**config.mk**
```make
export PLATFORM = sky130hd
export DESIGN_NAME = fpu_dispatch
export DESIGN_NICKNAME = d
export VERILOG_FILES = /design/src/rtl/fpu_pkg.sv /design/src/rtl/fpu_watchdog.sv /design/src/rtl/fpu_dispatch.sv
export SDC_FILE = /design/constraint.sdc
export NUM_CORES = 1
export LEC_CHECK = 0
export BUFFER_PORTS_ARGS = -buffer_cell sky130_fd_sc_hd__buf_2
export CORE_MARGIN = 1.5
export CORE_UTILIZATION = 50
export DETAILED_ROUTE_END_ITERATION = 8
export HOLD_SLACK_MARGIN = 0.02
export PLACE_DENSITY = 0.9
export SLEW_MARGIN = 5
export SYNTH_ARGS = -nofsm -noshare
export SYNTH_HDL_FRONTEND = slang
export SYNTH_SLANG_ARGS = --single-unit
```
**constraint.sdc**
```tcl
create_clock -name clk -period 5 [get_ports clk]
set_input_delay 0 -clock clk [delete_from_list [all_inputs] [get_ports clk]]
set_output_delay 0 -clock clk [all_outputs]
set_load 0.1 [all_outputs]
```
**src/rtl/fpu_pkg.sv**
```systemverilog
// Shared types and constants for the FPU request/response front end.
package fpu_pkg;

   localparam int unsigned FP_WIDTH = 32;

   // Returned in place of a result when the FPU never finishes.
   localparam logic [FP_WIDTH-1:0] FP_QNAN = 32'h7FC00000;

   localparam logic OP_ADD = 1'b0;
   localparam logic OP_MUL = 1'b1;

   typedef enum logic [1:0] {
      ST_IDLE  = 2'd0,
      ST_WAIT  = 2'd1,
      ST_RESP  = 2'd2,
      ST_DRAIN = 2'd3
   } state_e;

endpackage

```
**src/rtl/fpu_watchdog.sv**
```systemverilog
// Watchdog for the WAIT state: 16-bit up-counter with synchronous clear and
// an expiry flag when the count reaches TIMEOUT_CYCLES-1.
module fpu_watchdog #(
   parameter int unsigned TIMEOUT_CYCLES = 64
) (
   input  logic clk,
   input  logic rst_n,
   input  logic clear,
   input  logic enable,
   output logic expired
);

   localparam logic [15:0] LAST = 16'(TIMEOUT_CYCLES - 1);

   logic [15:0] count;

   // Counter: clear wins over enable; holds once expired so it never wraps.
   always_ff @(posedge clk or negedge rst_n) begin
      if (!rst_n) begin
         count <= '0;
      end else if (clear) begin
         count <= '0;
      end else if (enable && !expired) begin
         count <= count + 16'd1;
      end
   end

   assign expired = (count == LAST);

endmodule

```
**src/rtl/fpu_dispatch.sv**
```systemverilog
// Valid/ready front end for the FPU: latches a request, holds start until the
// FPU finishes (or the watchdog fires), returns the result, then waits for
// finish to drop before accepting the next request.
module fpu_dispatch
   import fpu_pkg::*;
#(
   parameter int unsigned TIMEOUT_CYCLES = 64
) (
   input  logic                clk,
   input  logic                rst_n,
   // request channel
   input  logic                req_valid,
   output logic                req_ready,
   input  logic [FP_WIDTH-1:0] req_a,
   input  logic [FP_WIDTH-1:0] req_b,
   input  logic                req_mul,
   // response channel
   output logic                rsp_valid,
   input  logic                rsp_ready,
   output logic [FP_WIDTH-1:0] rsp_s,
   output logic                rsp_err,
   // FPU side
   output logic [FP_WIDTH-1:0] fpu_a,
   output logic [FP_WIDTH-1:0] fpu_b,
   output logic                fpu_multiplicando,
   output logic                fpu_start,
   input  logic [FP_WIDTH-1:0] fpu_s,
   input  logic                fpu_finish
);

   state_e state_q, state_d;
   logic   accept;
   logic   in_wait;
   logic   wd_expired;

   assign req_ready = (state_q == ST_IDLE);
   assign accept    = req_valid & req_ready;
   assign in_wait   = (state_q == ST_WAIT);
   assign fpu_start = in_wait;
   assign rsp_valid = (state_q == ST_RESP);

   fpu_watchdog #(
      .TIMEOUT_CYCLES(TIMEOUT_CYCLES)
   ) u_watchdog (
      .clk    (clk),
      .rst_n  (rst_n),
      .clear  (accept),
      .enable (in_wait),
      .expired(wd_expired)
   );

   // Next-state logic; finish takes priority over a coincident timeout.
   always_comb begin
      state_d = state_q;
      case (state_q)
         ST_IDLE:  if (req_valid)               state_d = ST_WAIT;
         ST_WAIT:  if (fpu_finish || wd_expired) state_d = ST_RESP;
         ST_RESP:  if (rsp_ready)               state_d = ST_DRAIN;
         ST_DRAIN: if (!fpu_finish)             state_d = ST_IDLE;
         default:                               state_d = ST_IDLE;
      endcase
   end

   // State register.
   always_ff @(posedge clk or negedge rst_n) begin
      if (!rst_n) begin
         state_q <= ST_IDLE;
      end else begin
         state_q <= state_d;
      end
   end

   // Operand registers: loaded only on request acceptance, held otherwise.
   always_ff @(posedge clk or negedge rst_n) begin
      if (!rst_n) begin
         fpu_a             <= '0;
         fpu_b             <= '0;
         fpu_multiplicando <= OP_ADD;
      end else if (accept) begin
         fpu_a             <= req_a;
         fpu_b             <= req_b;
         fpu_multiplicando <= req_mul;
      end
   end

   // Result registers: written only when leaving WAIT, stable through RESP.
   always_ff @(posedge clk or negedge rst_n) begin
      if (!rst_n) begin
         rsp_s   <= '0;
         rsp_err <= 1'b0;
      end else if (in_wait) begin
         if (fpu_finish) begin
            rsp_s   <= fpu_s;
            rsp_err <= 1'b0;
         end else if (wd_expired) begin
            rsp_s   <= FP_QNAN;
            rsp_err <= 1'b1;
         end
      end
   end

endmodule

```
==> metrics <==
outcome=finished, final reports clean; HPWL Detailed=7730 µm; Post-Syn Nets=566; initial antenna violation count=0; critical path fanouts, max=13; Max Root-Sink Buffers=2; Hold Buf Count CTS=99; CTS resizes=0; Core Region=8848 µm²; Yosys top cell by area=dfrtp_1; top post-synthesis cells by area=dfrtp_1, nand2_1, a22o_1, o22a_1, clkbuf_1; Die ar.=9859 µm²; FMAX=413.0 MHz; layout cells sized above 1=31.65%; DRT Wirelength=14,790 µm; Worst-path clk slew=60 ps; Mapped Cells=459; commonest cells after routing, fill and taps aside=nand2_1, buf_2, dfrtp_1; Worst path max stage delay=740 ps; number of I/O port buffers=202; RSZ-0062 raised after global routing=false; share of the synthesized area in the top cell type=62.62%; nets@finish=865; final period utilization=48.43%; slew margin rel.=35.87%; ANT cells=0; Avg Cell Area, Syn=10.10 µm²; Initial Util=52.39%; fill count=464; flops & latches, synth=116; gp weighted congestion=0.7946; Final Hold Vio Count=0; Crit-path slowest cell=o41ai_4; DR pass1 iterations=8; area of the mapped netlist=4636 µm²; Slew Limit Fails=0; number of global-route vias before repair=4,883; initial DRC count=202; final setup fails=0; CTS Root Cell=clkbuf_8; path type of the worst setup path=reg2reg; Hold Crit Class=in2reg; Syn-to-layout area delta=57.08%; GRT Residual Overflow=0; sequential share of the synthesized area=62.62%; Die Ht=99.29 µm; min Tclk post-route=2422 ps; crit end category=flip-flop; CTS tree=built; all-layer global routing usage=31.28%; Post-synth ARST share=100.0%; post-synthesis cell type count=38; Post-synth EDFFs=0; Sink Count=116; max-cap viol count=0; DRC=0; row count=34; total number of vias=4,681; Post CTS Setup Buffer Count=0; ANT nets after route=0; CP startpoint kind=flip-flop; Worst EP required=5390 ps; via/cell ratio=5.325; Num CTS Buffers=17; global-route wire length before repair=24,020 µm; Slew @ Worst Pin=961.8 ps; Ys Warns=0; Ports=203; die width=99.29 µm; H-tree Lvls=4; average wire per standard cell=16.82 µm; setup TNS=0 ps; largest net degree at the start of global routing=73; crit-path cells=ha_1 -> nand4bb_1 -> o41ai_4 -> o211a_1 -> mux2_2; final clock skew=9.311 ps; commonest non-fill, non-tap cell in the layout=nand2_1; Clock Latency Late Sink=510 ps; critical path arrival=2810 ps; ys flop type=dfrtp_1
logic make-up (layout without fill, tap and decap cells):
group / count (synthesis) / after routing / share of synthesized area, %
adder cells (fa/ha/maj): 5 / 5 / 1.350
buffers and inverters: 30 / 342 / 2.672
AND/OR/NAND/NOR: 242 / 242 / 21.81
AO/OA/AOI/OAI: 60 / 60 / 10.34
XOR/XNOR: 4 / 4 / 0.7559
multiplexers: 2 / 2 / 0.4588
flip-flops: 116 / 116 / 62.62
stage by stage:
step	area, µm²	hold slack (ps)	utilization [%]	instances	setup WS, ps
6_report	7282	58.23	82.30	879	2578
5_1_grt	7282	75.09	82.30	879	2425
4_1_cts	7282	34.95	82.30	879	2572
3_5_place_dp	5709	95.36	64.52	748	2575
3_3_place_gp	5709	86.28	64.52	748	2650
2_1_floorplan	4636	-295.6	-	459	2459
final timing paths:
check	depth (start not counted)	to	from	slack, ps
worst min register to register	2	fpu_a[1]	fpu_a[1]	470
max in group asynchronous	3	rsp_s[8]	rst_n	3640
min in group asynchronous	2	rsp_s[27]	rst_n	120
worst max register to register	5	state_q[1]	u_watchdog.count[0]	2580
worst min-delay path	5	state_q[0]	rsp_ready	60
worst max-delay path	5	state_q[1]	u_watchdog.count[0]	2580
sequential cells by signal, indices dropped and copies added (netlist names):
name / flops
fpu_b: 32
state_q: 2
rsp_s: 32
fpu_multiplicando: 1
rsp_err: 1
fpu_a: 32
u_watchdog.count: 16
layer usage:
layer	global-route usage (%)	vias up	part of all wire, %	wire length (µm)
met5	0	-	0	0
met4	12.35	0	2.3	342
met3	9.136	41	8.1	1200
met2	55.69	265	51	7605
met1	35.41	2251	38	5640
li1	-	2124	-	-
worst max-delay path, delay by kind of cell (launching register included):
kind            cells  cell delay [ps]
simple gates        1              280
mux                 1              330
compound gates      2              990
flops               1              390
fa+ha+maj           1              310
area by class of cell:
cell class	instances	area (µm²)	share of cell area, %
timing repair buffer	304	2027	27.84
clock inverter	13	150.1	2.062
sequential	116	2903	39.86
inverter	6	22.52	0.3093
tap	108	135.1	1.856
clock buffer	19	431.7	5.928
multi-input combinational	313	1613	22.15
Yosys cell counts (2+ instances only):
master	count
nand2_1	205
ha_1	5
nand3_1	5
o21ai_2	2
dfrtp_1	116
o31ai_1	2
nand4_1	5
clkbuf_1	18
o21a_1	2
nor2_1	6
and2_1	3
a22o_1	23
or3_1	7
and4_1	2
inv_1	6
a21oi_1	9
or4_1	2
buf_2	3
o21ai_0	7
o22a_1	9
buf_1	2
xor2_1	3
nand2b_1	2
Power is left out: the tool's default activity adds up to more than one toggle a clock period on the data nets, which glitch-free logic cannot reach.
